File: src/rtl/lsu_mem_align_pkg.sv
// rtl/lsu_mem_align_pkg.sv - shared funct3 constants, FSM states and lane helpers
// Purpose: common definitions for the LSU alignment stage.
// Contents: F3_* load/store size codes, lsu_st_e FSM states,
//           f3_legal() legality check, lane_mask() two-word byte-lane mask.
package lsu_mem_align_pkg;

  localparam logic [2:0] F3_B  = 3'b000;
  localparam logic [2:0] F3_H  = 3'b001;
  localparam logic [2:0] F3_W  = 3'b010;
  localparam logic [2:0] F3_BU = 3'b100;
  localparam logic [2:0] F3_HU = 3'b101;

  typedef enum logic {IDLE, SPLIT} lsu_st_e;

  function automatic logic f3_legal(input logic [2:0] f3);
    return (f3 == F3_B) || (f3 == F3_H) || (f3 == F3_W) ||
           (f3 == F3_BU) || (f3 == F3_HU);
  endfunction

  // Lanes touched across the addressed word [3:0] and the next word [7:4].
  // Any bit set in [7:4] means the access has to be split into two beats.
  function automatic logic [7:0] lane_mask(input logic [2:0] f3, input logic [1:0] off);
    logic [7:0] base;
    case (f3[1:0])
      2'b00:   base = 8'h01;
      2'b01:   base = 8'h03;
      default: base = 8'h0F;
    endcase
    return base << off;
  endfunction

endpackage

File: src/rtl/lsu_mem_align_if.sv
// rtl/lsu_mem_align_if.sv - LSU request/response and SRAM port bundle
// Purpose: groups the LSU request/response and SRAM signals of the alignment stage.
// Modports: master = LSU + SRAM side (drives req_*, mem_rd),
//           slave  = alignment stage (drives req_rdy, rsp_*, mem_a/we/wd/re).
interface lsu_mem_align_if #(parameter int AW = 16);

  logic          req_vld;
  logic          req_rdy;
  logic          req_we;
  logic [2:0]    req_f3;
  logic [AW-1:0] req_a;
  logic [31:0]   req_wd;

  logic          rsp_vld;
  logic [31:0]   rsp_rd;
  logic          rsp_err;

  logic [AW-1:0] mem_a;
  logic [3:0]    mem_we;
  logic [31:0]   mem_wd;
  logic [3:0]    mem_re;
  logic [31:0]   mem_rd;

  modport master (
    output req_vld, req_we, req_f3, req_a, req_wd, mem_rd,
    input  req_rdy, rsp_vld, rsp_rd, rsp_err, mem_a, mem_we, mem_wd, mem_re
  );

  modport slave (
    input  req_vld, req_we, req_f3, req_a, req_wd, mem_rd,
    output req_rdy, rsp_vld, rsp_rd, rsp_err, mem_a, mem_we, mem_wd, mem_re
  );

endinterface

File: src/rtl/lsu_mem_align_ld_ext.sv
// rtl/lsu_mem_align_ld_ext.sv - load byte extract and sign/zero extension
// Purpose: selects the addressed bytes of a 32-bit word and extends them per funct3.
// Ports: word (in 32) source word, off (in 2) starting byte lane,
//        f3 (in 3) load funct3, data (out 32) extended result (0 for illegal f3).
module lsu_ld_ext
  import lsu_mem_align_pkg::*;
(
  input  logic [31:0] word,
  input  logic [1:0]  off,
  input  logic [2:0]  f3,
  output logic [31:0] data
);

  logic [31:0] sh;

  always_comb begin
    sh   = word >> {off, 3'b000};
    data = '0;
    case (f3)
      F3_B:    data = {{24{sh[7]}}, sh[7:0]};
      F3_H:    data = {{16{sh[15]}}, sh[15:0]};
      F3_W:    data = sh;
      F3_BU:   data = {24'b0, sh[7:0]};
      F3_HU:   data = {16'b0, sh[15:0]};
      default: data = '0;
    endcase
  end

endmodule

File: src/rtl/lsu_mem_align.sv
// rtl/lsu_mem_align.sv - LSU load/store alignment stage in front of a byte-lane SRAM
// Purpose: converts byte address + funct3 into SRAM word accesses with byte lanes,
//          splits word-crossing accesses into two beats and aligns/extends load data.
// Ports: clk, rstn (async active-low); bus (slave modport) carrying
//        req_vld/req_rdy/req_we/req_f3/req_a/req_wd, rsp_vld/rsp_rd/rsp_err,
//        mem_a/mem_we/mem_wd/mem_re/mem_rd.
module lsu_mem_align
  import lsu_mem_align_pkg::*;
#(
  parameter int AW = 16
) (
  input  logic            clk,
  input  logic            rstn,
  lsu_mem_align_if.slave  bus
);

  lsu_st_e         state_q, state_d;

  // Second-beat context of a split access.
  logic [AW-3:0]   sp_wa_q, sp_wa_d;
  logic [3:0]      sp_en_q, sp_en_d;
  logic [31:0]     sp_wd_q, sp_wd_d;
  logic            sp_we_q, sp_we_d;
  logic [2:0]      sp_f3_q, sp_f3_d;
  logic [1:0]      sp_off_q, sp_off_d;

  // Load response pipeline: one stage, aligned with SRAM read latency.
  logic            ld_vld_q, ld_vld_d;
  logic            ld_err_q, ld_err_d;
  logic            ld_ill_q, ld_ill_d;
  logic            ld_split_q, ld_split_d;
  logic [2:0]      ld_f3_q, ld_f3_d;
  logic [1:0]      ld_off_q, ld_off_d;
  logic [31:0]     hold_q, hold_d;

  logic            req_rdy;
  logic            fire;
  logic            legal;
  logic            split;
  logic [7:0]      mask;
  logic [63:0]     wd_sh;
  logic [AW-1:0]   mem_a_c;
  logic [3:0]      mem_we_c;
  logic [3:0]      mem_re_c;
  logic [31:0]     mem_wd_c;
  logic [31:0]     merged;
  logic [31:0]     ext_word;
  logic [1:0]      ext_off;
  logic [31:0]     ext_data;

  always_comb begin
    req_rdy    = (state_q == IDLE);
    fire       = bus.req_vld & req_rdy;
    legal      = f3_legal(bus.req_f3);
    mask       = lane_mask(bus.req_f3, bus.req_a[1:0]);
    split      = legal & (|mask[7:4]);
    wd_sh      = {32'b0, bus.req_wd} << {bus.req_a[1:0], 3'b000};

    state_d    = state_q;
    sp_wa_d    = sp_wa_q;
    sp_en_d    = sp_en_q;
    sp_wd_d    = sp_wd_q;
    sp_we_d    = sp_we_q;
    sp_f3_d    = sp_f3_q;
    sp_off_d   = sp_off_q;
    ld_vld_d   = 1'b0;
    ld_err_d   = 1'b0;
    ld_ill_d   = 1'b0;
    ld_split_d = 1'b0;
    ld_f3_d    = ld_f3_q;
    ld_off_d   = ld_off_q;
    hold_d     = hold_q;
    mem_a_c    = '0;
    mem_we_c   = 4'b0;
    mem_re_c   = 4'b0;
    mem_wd_c   = '0;

    case (state_q)
      IDLE: begin
        // Same-cycle issue: the SRAM sees the request straight through.
        mem_a_c  = {bus.req_a[AW-1:2], 2'b00};
        mem_wd_c = wd_sh[31:0];
        if (bus.req_vld && legal) begin
          if (bus.req_we) mem_we_c = mask[3:0];
          else            mem_re_c = mask[3:0];
        end
        if (fire) begin
          if (!legal) begin
            ld_err_d = 1'b1;
            ld_ill_d = 1'b1;
            ld_vld_d = ~bus.req_we;
          end else if (split) begin
            state_d  = SPLIT;
            sp_wa_d  = bus.req_a[AW-1:2] + 1'b1;
            sp_en_d  = mask[7:4];
            sp_wd_d  = wd_sh[63:32];
            sp_we_d  = bus.req_we;
            sp_f3_d  = bus.req_f3;
            sp_off_d = bus.req_a[1:0];
          end else begin
            ld_vld_d = ~bus.req_we;
            ld_f3_d  = bus.req_f3;
            ld_off_d = bus.req_a[1:0];
          end
        end
      end
      SPLIT: begin
        mem_a_c  = {sp_wa_q, 2'b00};
        mem_wd_c = sp_wd_q;
        if (sp_we_q) mem_we_c = sp_en_q;
        else         mem_re_c = sp_en_q;
        state_d  = IDLE;
        if (!sp_we_q) begin
          // mem_rd currently carries the beat-1 word; park it for the merge.
          hold_d     = bus.mem_rd;
          ld_vld_d   = 1'b1;
          ld_split_d = 1'b1;
          ld_f3_d    = sp_f3_q;
          ld_off_d   = sp_off_q;
        end
      end
      default: state_d = IDLE;
    endcase
  end

  always_ff @(posedge clk or negedge rstn) begin
    if (!rstn) begin
      state_q    <= IDLE;
      sp_wa_q    <= '0;
      sp_en_q    <= 4'b0;
      sp_wd_q    <= '0;
      sp_we_q    <= 1'b0;
      sp_f3_q    <= 3'b0;
      sp_off_q   <= 2'b0;
      ld_vld_q   <= 1'b0;
      ld_err_q   <= 1'b0;
      ld_ill_q   <= 1'b0;
      ld_split_q <= 1'b0;
      ld_f3_q    <= 3'b0;
      ld_off_q   <= 2'b0;
      hold_q     <= '0;
    end else begin
      state_q    <= state_d;
      sp_wa_q    <= sp_wa_d;
      sp_en_q    <= sp_en_d;
      sp_wd_q    <= sp_wd_d;
      sp_we_q    <= sp_we_d;
      sp_f3_q    <= sp_f3_d;
      sp_off_q   <= sp_off_d;
      ld_vld_q   <= ld_vld_d;
      ld_err_q   <= ld_err_d;
      ld_ill_q   <= ld_ill_d;
      ld_split_q <= ld_split_d;
      ld_f3_q    <= ld_f3_d;
      ld_off_q   <= ld_off_d;
      hold_q     <= hold_d;
    end
  end

  // Split loads: beat-1 upper bytes (from hold_q) form the low end, beat-2
  // bytes from mem_rd fill in above; the result is then extracted at lane 0.
  always_comb begin
    case (ld_off_q)
      2'd1:    merged = {bus.mem_rd[7:0],  hold_q[31:8]};
      2'd2:    merged = {bus.mem_rd[15:0], hold_q[31:16]};
      2'd3:    merged = {bus.mem_rd[23:0], hold_q[31:24]};
      default: merged = hold_q;
    endcase
    ext_word = ld_split_q ? merged : bus.mem_rd;
    ext_off  = ld_split_q ? 2'b00  : ld_off_q;
  end

  lsu_ld_ext u_ld_ext (
    .word (ext_word),
    .off  (ext_off),
    .f3   (ld_f3_q),
    .data (ext_data)
  );

  // Combinational SRAM outputs are gated so reset takes effect immediately.
  assign bus.req_rdy = req_rdy;
  assign bus.mem_a   = rstn ? mem_a_c  : '0;
  assign bus.mem_we  = rstn ? mem_we_c : 4'b0;
  assign bus.mem_re  = rstn ? mem_re_c : 4'b0;
  assign bus.mem_wd  = rstn ? mem_wd_c : '0;
  assign bus.rsp_vld = ld_vld_q;
  assign bus.rsp_err = ld_err_q;
  assign bus.rsp_rd  = (ld_vld_q && !ld_ill_q) ? ext_data : '0;

endmodule

File: src/flat_wrapper.sv
// flat-port wrapper written by rule: the top's interface ports become plain ports
module lsu_mem_align_flat import lsu_mem_align_pkg::*;
#(
  parameter int AW = 16
)
  (clk, rstn, bus_req_vld, bus_req_we, bus_req_f3, bus_req_a, bus_req_wd, bus_mem_rd, bus_req_rdy, bus_rsp_vld, bus_rsp_rd, bus_rsp_err, bus_mem_a, bus_mem_we, bus_mem_wd, bus_mem_re);
  lsu_mem_align_if #(.AW(AW)) bus_i ();
  input  logic clk;
  input  logic rstn;
  input wire logic [$bits(bus_i.req_vld)-1:0] bus_req_vld;
  input wire logic [$bits(bus_i.req_we)-1:0] bus_req_we;
  input wire logic [$bits(bus_i.req_f3)-1:0] bus_req_f3;
  input wire logic [$bits(bus_i.req_a)-1:0] bus_req_a;
  input wire logic [$bits(bus_i.req_wd)-1:0] bus_req_wd;
  input wire logic [$bits(bus_i.mem_rd)-1:0] bus_mem_rd;
  output wire logic [$bits(bus_i.req_rdy)-1:0] bus_req_rdy;
  output wire logic [$bits(bus_i.rsp_vld)-1:0] bus_rsp_vld;
  output wire logic [$bits(bus_i.rsp_rd)-1:0] bus_rsp_rd;
  output wire logic [$bits(bus_i.rsp_err)-1:0] bus_rsp_err;
  output wire logic [$bits(bus_i.mem_a)-1:0] bus_mem_a;
  output wire logic [$bits(bus_i.mem_we)-1:0] bus_mem_we;
  output wire logic [$bits(bus_i.mem_wd)-1:0] bus_mem_wd;
  output wire logic [$bits(bus_i.mem_re)-1:0] bus_mem_re;
  assign bus_i.req_vld = bus_req_vld;
  assign bus_i.req_we = bus_req_we;
  assign bus_i.req_f3 = bus_req_f3;
  assign bus_i.req_a = bus_req_a;
  assign bus_i.req_wd = bus_req_wd;
  assign bus_i.mem_rd = bus_mem_rd;
  assign bus_req_rdy = bus_i.req_rdy;
  assign bus_rsp_vld = bus_i.rsp_vld;
  assign bus_rsp_rd = bus_i.rsp_rd;
  assign bus_rsp_err = bus_i.rsp_err;
  assign bus_mem_a = bus_i.mem_a;
  assign bus_mem_we = bus_i.mem_we;
  assign bus_mem_wd = bus_i.mem_wd;
  assign bus_mem_re = bus_i.mem_re;
  lsu_mem_align #(.AW(AW)) u_core (.clk(clk), .rstn(rstn), .bus(bus_i));
endmodule
File: config.mk
export PLATFORM = sky130hd
export DESIGN_NAME = lsu_mem_align_flat
export DESIGN_NICKNAME = d
export VERILOG_FILES = /design/src/rtl/lsu_mem_align_pkg.sv /design/src/rtl/lsu_mem_align_if.sv /design/src/rtl/lsu_mem_align_ld_ext.sv /design/src/rtl/lsu_mem_align.sv /design/src/flat_wrapper.sv
export SDC_FILE = /design/constraint.sdc
export NUM_CORES = 1
export LEC_CHECK = 0
export BUFFER_PORTS_ARGS = -buffer_cell sky130_fd_sc_hd__buf_2
export CAP_MARGIN = 0
export CORE_ASPECT_RATIO = 0.6
export CORE_MARGIN = 2
export CORE_UTILIZATION = 50
export DETAILED_ROUTE_END_ITERATION = 16
export PLACE_DENSITY = 0.76
export SLEW_MARGIN = 20
export SYNTH_ARGS = -nofsm -noshare
export SYNTH_HDL_FRONTEND = slang
export SYNTH_SLANG_ARGS = --single-unit
File: constraint.sdc
create_clock -name clk -period 2.26 [get_ports clk]
set_clock_uncertainty 0.1 [all_clocks]
set_input_delay 0.113 -clock clk [delete_from_list [all_inputs] [get_ports clk]]
set_output_delay 0.113 -clock clk [all_outputs]
set_load 0.005 [all_outputs]
After elaboration in Yosys (flattened, before gate mapping) --
Cells that the tools add are included. W data, S select, Z words.
Storage, ports and cells: output and inout bits 91, input bits 87, logic and storage cells 95, register bits 97
Cells by class: eq/ne operators 16, shift operators 3, reductions and logical operators 14, bitwise operators 5, muxes and demuxes 43, add/subtract/negate cells 1
Operators by type and width (count):
- $pmux W32 S5 | 1
- $mux W32 | 3
- $pmux W32 S3 | 1
- $pmux W32 S2 | 1
- $shl A32 B5 Y64 | 1
- $mux W4 | 8
- $pmux W16 S2 | 1
- $shr A32 B5 Y32 | 1
- $pmux W4 S2 | 3
- $mux W16 | 1
- $add A14 B1 Y14 const B | 1
- $eq A3 B3 Y1 const B | 4
- $mux W3 | 4
- $mux W1 | 11
- $mux W2 | 5
- $reduce_and A4 Y1 | 2
- $shl A4 B2 Y8 | 1
- $eq A3 B1 Y1 const B | 2
- $eq A3 B2 Y1 const B | 2
- $logic_not A3 Y1 | 2
- $pmux W3 S2 | 1
- $eq A2 B1 Y1 const B | 2
- $eq A2 B2 Y1 const B | 2
- $logic_or A1 B1 Y1 | 4
- other kinds (11) | 18

Depth between registers and ports, before layout --
Gate-level depths: netlist of run 1.
depth after elaboration 10, mapped depth 7, depth with buffers taken out 5

Cells and area by module --
From an unflattened synthesis of run 1, not the netlist that was laid out.
Unflattened totals: cell total of the unflattened synthesis 794, area total of the unflattened synthesis 7330.8 um2
By module, submodules not included:
- lsu_mem_align | times used 1, sequential area each 2202.1 um2, cells each 685, area each 6527.5 um2
- lsu_ld_ext | times used 1, sequential area each 0.0 um2, cells each 109, area each 803.3 um2

Worst setup path after synthesis of run 1 --
No wires, ideal clock.
kind register -> output, from register u_core.ld_f3_q[2], to output bus_rsp_rd[20], required time 2047 ps, data arrival time 1585 ps, path slack 462 ps, buffers on the path 2, cell stages (with the launch flop) 6, path through dfrtp_1 or2_1 or4b_1 buf_2 buf_6 o211ai_2
On the way: word-level cells in the longest chain between the ends 3, elaborated cells on any way between the ends 7, classes of those cells eq/ne: 4; mux: 2; reduce/logical: 1
RTL lines:
- start: declaration | RTL line lsu_mem_align.sv:32 | logic [2:0] ld_f3_q, ld_f3_d;
- start signal: assignment | RTL line lsu_mem_align.sv:154 | ld_f3_q <= ld_f3_d;
- $eq A3 B3 Y1 (tied with other cells) | RTL line lsu_mem_align_ld_ext.sv:19 | case (f3)
- $pmux W32 S5 * | RTL line lsu_mem_align_ld_ext.sv:19
- $mux W32 * | RTL line lsu_mem_align.sv:188 | assign bus.rsp_rd = (ld_vld_q && !ld_ill_q) ? ext_data : '0;
- end: declaration | RTL line flat_wrapper.sv:18 | output wire logic [$bits(bus_i.rsp_rd)-1:0] bus_rsp_rd;
Mark *: on every way between the ends. The rest lies on a longest branch, timed or not.

Final worst setup path of run 1 --
from register u_core.ld_off_q[0], to output bus_rsp_rd[4]
On the way: word-level cells in the longest chain between the ends 6, elaborated cells on any way between the ends 9, classes of those cells eq/ne: 3; shift: 1; mux: 5
RTL lines:
- start: declaration | RTL line lsu_mem_align.sv:33 | logic [1:0] ld_off_q, ld_off_d;
- start signal: assignment | RTL line lsu_mem_align.sv:155 | ld_off_q <= ld_off_d;
- $eq A2 B2 Y1 / $eq A2 B1 Y1 (equally long branches) | RTL line lsu_mem_align.sv:163 | case (ld_off_q)
- $pmux W32 S3 | RTL line lsu_mem_align.sv:163
- $mux W32 | RTL line lsu_mem_align.sv:169 | ext_word = ld_split_q ? merged : bus.mem_rd;
- $shr A32 B5 Y32 * | RTL line lsu_mem_align_ld_ext.sv:17 | sh = word >> {off, 3'b000};
- $pmux W32 S5 * | RTL line lsu_mem_align_ld_ext.sv:19
- $mux W32 * | RTL line lsu_mem_align.sv:188
Marked as above.

==> results of run 1 <==
-- power breakdown --
| part | internal [mW] | switching, mW | total [mW] |
|---|---|---|---|
| registers | 1.94 | 0.277 | 2.22 |
| clock network | 0.844 | 0.597 | 1.44 |
| logic | 1.12 | 1.28 | 2.39 |
| total | 3.90 | 2.15 | 6.05 |
-- critical path: cells and delay by family (launching register included) --
kind / cells / cell delay (ps)
buffers and inverters: 3 / 490
DFF: 1 / 430
muxes: 2 / 660
and+or+nand+nor: 1 / 160
-- registers in the layout, summed over array words and instances, names as in the netlist --
name,count
u_core.ld_split_q,1
u_core.sp_f3_q,3
u_core.bus.rsp_vld,1
u_core.hold_q,32
u_core.sp_en_q,3
u_core.state_q,1
u_core.sp_wa_q,14
u_core.sp_we_q,1
u_core.sp_wd_q,24
u_core.ld_f3_q,3
u_core.bus.rsp_err,1
u_core.sp_off_q,2
u_core.ld_off_q,2
-- layer usage --
metal	track usage, %	vias to the layer above	part of all wire, %
li1	-	3180	-
met1	42.0	3272	45
met2	42.1	364	44
met3	6.16	54	8.7
met4	7.87	0	2.2
met5	0	-	0
-- worst max-delay path by stage --
stage	start	slack, ps	cells past startpoint	endpoint
floorplan	u_core.ld_f3_q[2]$_DFFE_PN0P_	460	5	bus_rsp_rd[20]
global placement	u_core.ld_off_q[0]$_DFFE_PN0P_	20	5	bus_rsp_rd[31]
detailed placement	u_core.ld_off_q[0]$_DFFE_PN0P_	-110	5	bus_rsp_rd[16]
CTS	u_core.ld_off_q[0]$_DFFE_PN0P_	2	6	bus_rsp_rd[7]
global route	u_core.ld_off_q[0]$_DFFE_PN0P_	-110	7	bus_rsp_rd[21]
finish	u_core.ld_off_q[0]$_DFFE_PN0P_	-40	6	bus_rsp_rd[4]
-- cells in the final DEF, fill, tap and decap left out, drive strengths merged, types with 13 or more instances in the layout --
master / instances
buf: 213
nand2: 202
mux2i: 89
dfrtp: 88
dlygate4sd3: 47
o21ai: 43
nor2: 38
nor2b: 31
nand3: 31
o211ai: 25
nand2b: 19
mux4: 16
a22oi: 13
-- cell type report --
class,count,area [µm²],area share (%)
clock buffers,10,229,2.63
clock inverters,5,50.0,0.576
inverters,5,18.8,0.216
multi-input cells,629,4210,48.5
flip-flops and latches,88,2210,25.4
well taps,170,213,2.45
repair buffers,260,1770,20.3
-- cells by family (layout without fill, tap and decap cells) --
| group | Yosys count | in the layout |
|---|---|---|
| simple gates | 351 | 351 |
| fa+ha+maj | 1 | 1 |
| other cells | 1 | 2 |
| xor+xnor | 9 | 9 |
| flops | 88 | 88 |
| mux | 115 | 115 |
| compound gates | 150 | 151 |
| buf+inv | 72 | 280 |
-- metrics by stage --
step,area [µm²],TNS (ps)
finish,8700,-138
CTS,8630,0
global route,8700,-1590
floorplan,6670,0
detailed placement,7670,-1570
global placement,7670,0
-- timing repair --
action,4_1_cts,5_1_grt
cloned,2,0
endpoints found under the setup margin,31,32
resized for setup,20,11
buffers inserted,9,2
hold buffers,47,0
endpoints found under the hold margin,136,0
pin swaps,4,2
==> results.yml, run 1 <==
hold_path:
  min-delay-start: "bus_req_f3[1]"
  worst_hold_path.num_cells: 3
  hp-class: "in2reg"
  timing.hold.worst_endpoint: "u_core.sp_f3_q[1]$_DFFE_PN0P_"
synthesis:
  yosys.area_share.simple_pct: 23.7
  synth_largest_area_cell: "sky130_fd_sc_hd__dfrtp_1"
  post_synth_main_area_contributors: "sky130_fd_sc_hd__dfrtp_1 33%, sky130_fd_sc_hd__mux2i_1 13%, sky130_fd_sc_hd__nand2_1 11%"
  ys_warn_count: 0
  avgSynthCellArea_um2: 8.47
  synth_common_cells: "202 x sky130_fd_sc_hd__nand2_1, 89 x sky130_fd_sc_hd__mux2i_1, 88 x sky130_fd_sc_hd__dfrtp_1, 38 x sky130_fd_sc_hd__nor2_1, 32 x sky130_fd_sc_hd__o21ai_0"
  post-synth-top-count-cell: "sky130_fd_sc_hd__nand2_1"
  yosys.area_share.xor_xnor_pct: 1.18
  compound_cell_area_share_of_the_yosys_netlist_pct: 16.1
  top_ff_cell_synth: "sky130_fd_sc_hd__dfrtp_1"
  synth-async-reset-ratio_pct: 100
  synth_sequential_area_ratio_pct: 33.0
  ys_seq_elements: 88
  post_synth_mux_area_share_pct: 20.5
  synth_area_in_adders_pct: 0.188
  post_synth_instance_area_mm2: 0.00667
  synthDistinctLibCells: 55
  synth_largest_type_area_fraction_pct: 33.0
  postSynthCellCount: 787
  main_combinational_cell_family_by_area_after_synthesis: "simple AND/OR/NAND/NOR gates"
  synth_edf_count: 0
status:
  failed_checks: "negative setup slack"
  status: "finished, violations left"
drt:
  detail_route.wirelength_um: 20900
  via_count: 6870
  firstDrtPassIters: 6
  first_iter_violations: 566
  drc: 0
  avgRoutedWirePerCell_um: 17.9
  detail-route-antenna-nets: 0
  vias_per_cell: 5.89
die:
  design.die.area_mm2: 0.0143
  start_util_pct: 51.5
  floorplan.io_pins: 178
  die_width_um: 153
  floorplan.rows: 32
  floorplan.die.height_um: 93.4
  core_area_mm2: 0.0129
pwr:
  vdd.ir_drop.worst_mv: 0.443
  cellPowerDensity_mw_per_mm2: 696
  static-leakage-power_nw: 4.22
  finalPower_mw: 6.05
worst_setup_path:
  worstReg2RegEnd: "u_core.sp_wd_q[23]$_DFFE_PN0P_"
  worst_setup_path_start_kind: "flip-flop"
  reg2reg_slack_ps: 410
  worst_r2r_path_depth: 5
  crit_path_top_delay_cell: "sky130_fd_sc_hd__mux4_2"
  critical_path_cell_by_cell: "buf_12 > buf_16 > mux2i_1 > mux4_2 > nor2_1 > buf_2"
  critical_setup_path_class: "reg2out"
  crit_required_ps: 2050
  crit_path_max_incr_delay_ps: 500
  endpoint_kind: "primary output"
  cp.arrival_ps: 2090
  critical_path.reg2reg.startpoint: "u_core.state_q$_DFF_PN0_"
  critPathMaxFanout: 29
final_layout:
  post-route-util_pct: 67.2
  area_growth_pct: 30.5
  fillers: 1054
  finish.cell_count_without_fillers: 1167
  finish.net_count: 1081
  antenna_cells_inserted: 0
  share_of_post_route_cells_with_drive_strength_above_1_pct: 29.2
cts:
  clockRootBuffer: "sky130_fd_sc_hd__clkbuf_16"
  cts_made_buffers: 9
  path_clk_slew_ps: 70
  count_of_clock_tree_sinks: 88
  clock_insertion_delay_worst_skew_ps: 330
  cts_tree: "yes"
  htree_levels: 3
  clockBufferDepth: 2
job:
  count_of_max_cap_constraint_violations: 0
global_routing:
  grt_first_pass_wirelength_um: 32900
  antenna_violations_before_repair: 0
  grt_max_degree: 133
  groute.usage.overall_pct: 28.4
  grt-ovfl-total: 0
  first_global_vias: 6423
timing:
  max_freq_ghz: 0.435
  setup-violations-final: 9
  fin_worst_hold_slack_ps: 23.0
  report.final.hold_viol_count: 0
  setup_repair_after_global_routing_missed_its_margin: "yes"
  slew-limit-headroom_pct: 59.6
  finalMaxSlewViolations: 0
  finalCritPeriodShare_pct: 102
  worst_slew_pin_tran_ps: 606
  final.min_clock_period_ps: 2300
  post-route-worst-setup-slack_ps: -41.3
placed_design:
  io_buffer_count: 175
  place_ws_ps: -114
  placed_cells: 1092
  finalWeightedCongestion: 0.932
  hpwlAfterDp_um: 13800
Power figures use the tool's default switching activity.
==> inputs of run 2 (changes only) <==
--- a/config.mk
+++ b/config.mk
@@ -6,12 +6,11 @@
 export NUM_CORES = 1
 export LEC_CHECK = 0
 export BUFFER_PORTS_ARGS = -buffer_cell sky130_fd_sc_hd__buf_2
-export CAP_MARGIN = 0
 export CORE_ASPECT_RATIO = 0.6
 export CORE_MARGIN = 2
-export CORE_UTILIZATION = 50
+export CORE_UTILIZATION = 54
 export DETAILED_ROUTE_END_ITERATION = 16
-export PLACE_DENSITY = 0.76
+export PLACE_DENSITY = 0.82
 export SLEW_MARGIN = 20
 export SYNTH_ARGS = -nofsm -noshare
 export SYNTH_HDL_FRONTEND = slang
==> run 2 against run 1 <==
Against the previous run: the run still ends with negative setup slack left; clock power up 17%; sequential cell count unchanged; power up 4.4%; count of clock-buffer cells in the layout up 1; sequential power about the same; combinational power about the same; die area down 7.2%; first-iteration DRC count down 23%; worst setup slack worse by 18 ps; maximum frequency down 0.77%; sequential share of layout area down 0.25 points; final area up 1.0%.
==> results.yml, run 2 (synthesis results as in run 1) <==
status:
  status: "finished, violations left"
  failed_checks: "negative setup slack"
timing:
  report.final.hold_viol_count: 0
  finalCritPeriodShare_pct: 103
  max_freq_ghz: 0.431
  fin_worst_hold_slack_ps: 30.4
  finalMaxSlewViolations: 0
  worst_slew_pin_tran_ps: 799
  setup_repair_after_global_routing_missed_its_margin: "yes"
  final.min_clock_period_ps: 2320
  slew-limit-headroom_pct: 46.0
  setup-violations-final: 18
  post-route-worst-setup-slack_ps: -59.1
global_routing:
  grt_first_pass_wirelength_um: 33000
  antenna_violations_before_repair: 0
  first_global_vias: 6496
  groute.usage.overall_pct: 30.6
  grt_max_degree: 67
  grt-ovfl-total: 0
cts:
  clockBufferDepth: 2
  path_clk_slew_ps: 70
  clockRootBuffer: "sky130_fd_sc_hd__clkbuf_16"
  count_of_clock_tree_sinks: 88
  htree_levels: 3
  cts_tree: "yes"
  cts_made_buffers: 9
  clock_insertion_delay_worst_skew_ps: 330
final_layout:
  fillers: 932
  largest_registers: "u_core.hold_q: 32 flops, u_core.sp_wd_q: 24 flops, u_core.sp_wa_q: 14 flops"
  area_growth_pct: 31.8
  leading_cell_type_in_the_layout_fill_and_taps_excluded: "sky130_fd_sc_hd__nand2_1"
  layout_common_cells: "202 x sky130_fd_sc_hd__nand2_1, 175 x sky130_fd_sc_hd__buf_2, 85 x sky130_fd_sc_hd__dfrtp_1"
  antenna_cells_inserted: 0
  regMostFlops: "u_core.hold_q"
  share_of_post_route_cells_with_drive_strength_above_1_pct: 29.2
  largest_reg_flops: 32
  finish.net_count: 1085
hold_path:
  hp-class: "in2async"
pwr:
  vdd.ir_drop.worst_mv: 0.532
  static-leakage-power_nw: 4.26
  finalPower_mw: 6.32
  cellPowerDensity_mw_per_mm2: 719
die:
  start_util_pct: 55.3
  floorplan.rows: 31
  core_area_mm2: 0.0121
  floorplan.io_pins: 178
  design.die.area_mm2: 0.0133
  floorplan.die.height_um: 90.1
  die_width_um: 147
drt:
  detail_route.wirelength_um: 20700
  first_iter_violations: 437
  via_count: 6870
  vias_per_cell: 5.89
  avgRoutedWirePerCell_um: 17.8
  detail-route-antenna-nets: 0
  firstDrtPassIters: 5
  drc: 0
placed_design:
  finalWeightedCongestion: 0.880
  hpwlAfterDp_um: 13900
  io_buffer_count: 175
  place_ws_ps: -92.9
worst_setup_path:
  worst_setup_path_start_kind: "flip-flop"
  critical_setup_path_class: "reg2out"
  endpoint_kind: "primary output"
  cp.arrival_ps: 2110
  crit_required_ps: 2050
  critPathMaxFanout: 5
job:
  count_of_max_cap_constraint_violations: 0
[run 2: what timing repair did]
item,CTS,global route
gates cloned,2,1
pin swaps,3,1
endpoints found under the setup margin,25,33
resized for setup,18,14
buffers inserted,9,3
hold buffers,49,0
endpoints found under the hold margin,140,0
[run 2: through the flow]
step	TNS [ps]	instance area [µm²]	std cells	util, %
5_1_grt	-2660	8780	1166	72.8
6_report	-475	8780	1166	72.8
2_1_floorplan	0	6670	788	-
3_5_place_dp	-1330	7640	1087	63.4
3_3_place_gp	0	7640	1087	63.4
4_1_cts	0	8660	1162	71.8
[run 2: final timing paths]
| kind | startpoint | depth (start not counted) | slack (ps) | end |
|---|---|---|---|---|
| worst min-delay path | rstn | 2 | 30 | u_core.sp_wa_q[2]$_DFFE_PN0P_ |
| min in group clk | bus_req_a[11] | 3 | 30 | u_core.sp_wa_q[9]$_DFFE_PN0P_ |
| max in group asynchronous | rstn | 3 | 1320 | u_core.ld_split_q$_DFF_PN0_ |
| worst max-delay path | u_core.ld_off_q[0]$_DFFE_PN0P_ | 7 | -60 | bus_rsp_rd[28] |
| worst min register to register | u_core.sp_wd_q[11]$_DFFE_PN0P_ | 2 | 370 | u_core.sp_wd_q[11]$_DFFE_PN0P_ |
| worst max register to register | u_core.state_q$_DFF_PN0_ | 4 | 380 | u_core.ld_f3_q[0]$_DFFE_PN0P_ |
[run 2: cell type report]
cell class / instances / area (µm²) / share of cell area (%)
timing repair buffer: 264 / 1790 / 20.3
sequential: 88 / 2210 / 25.1
multi-input combinational: 629 / 4240 / 48.2
tap: 165 / 206 / 2.35
clock inverter: 4 / 95.1 / 1.08
inverter: 5 / 18.8 / 0.214
clock buffer: 11 / 233 / 2.65
[run 2: worst max-delay path: stages, from the launching register on]
cell and delay [ps]:
sky130_fd_sc_hd__dfrtp_2 420, sky130_fd_sc_hd__buf_2 230, sky130_fd_sc_hd__mux2i_4 300, sky130_fd_sc_hd__o22ai_4 140
sky130_fd_sc_hd__o21ai_4 270, sky130_fd_sc_hd__clkbuf_16 200, sky130_fd_sc_hd__o211ai_2 80, sky130_fd_sc_hd__buf_2 130
[run 2: power by group]
group | internal [mW] | switching, mW | total [mW] | leakage, nW
clock network | 1.07 | 0.601 | 1.68 | 0.160
registers | 1.94 | 0.293 | 2.23 | 1.09
logic | 1.14 | 1.27 | 2.41 | 3.01
[run 2: layer usage]
| metal | track usage (%) | vias up | wire length (µm) |
|---|---|---|---|
| li1 | - | 3187 | - |
| met1 | 45.2 | 3227 | 9300 |
| met2 | 43.7 | 399 | 8830 |
| met3 | 8.27 | 57 | 2080 |
| met4 | 9.38 | 0 | 525 |
| met5 | 0 | - | 0 |
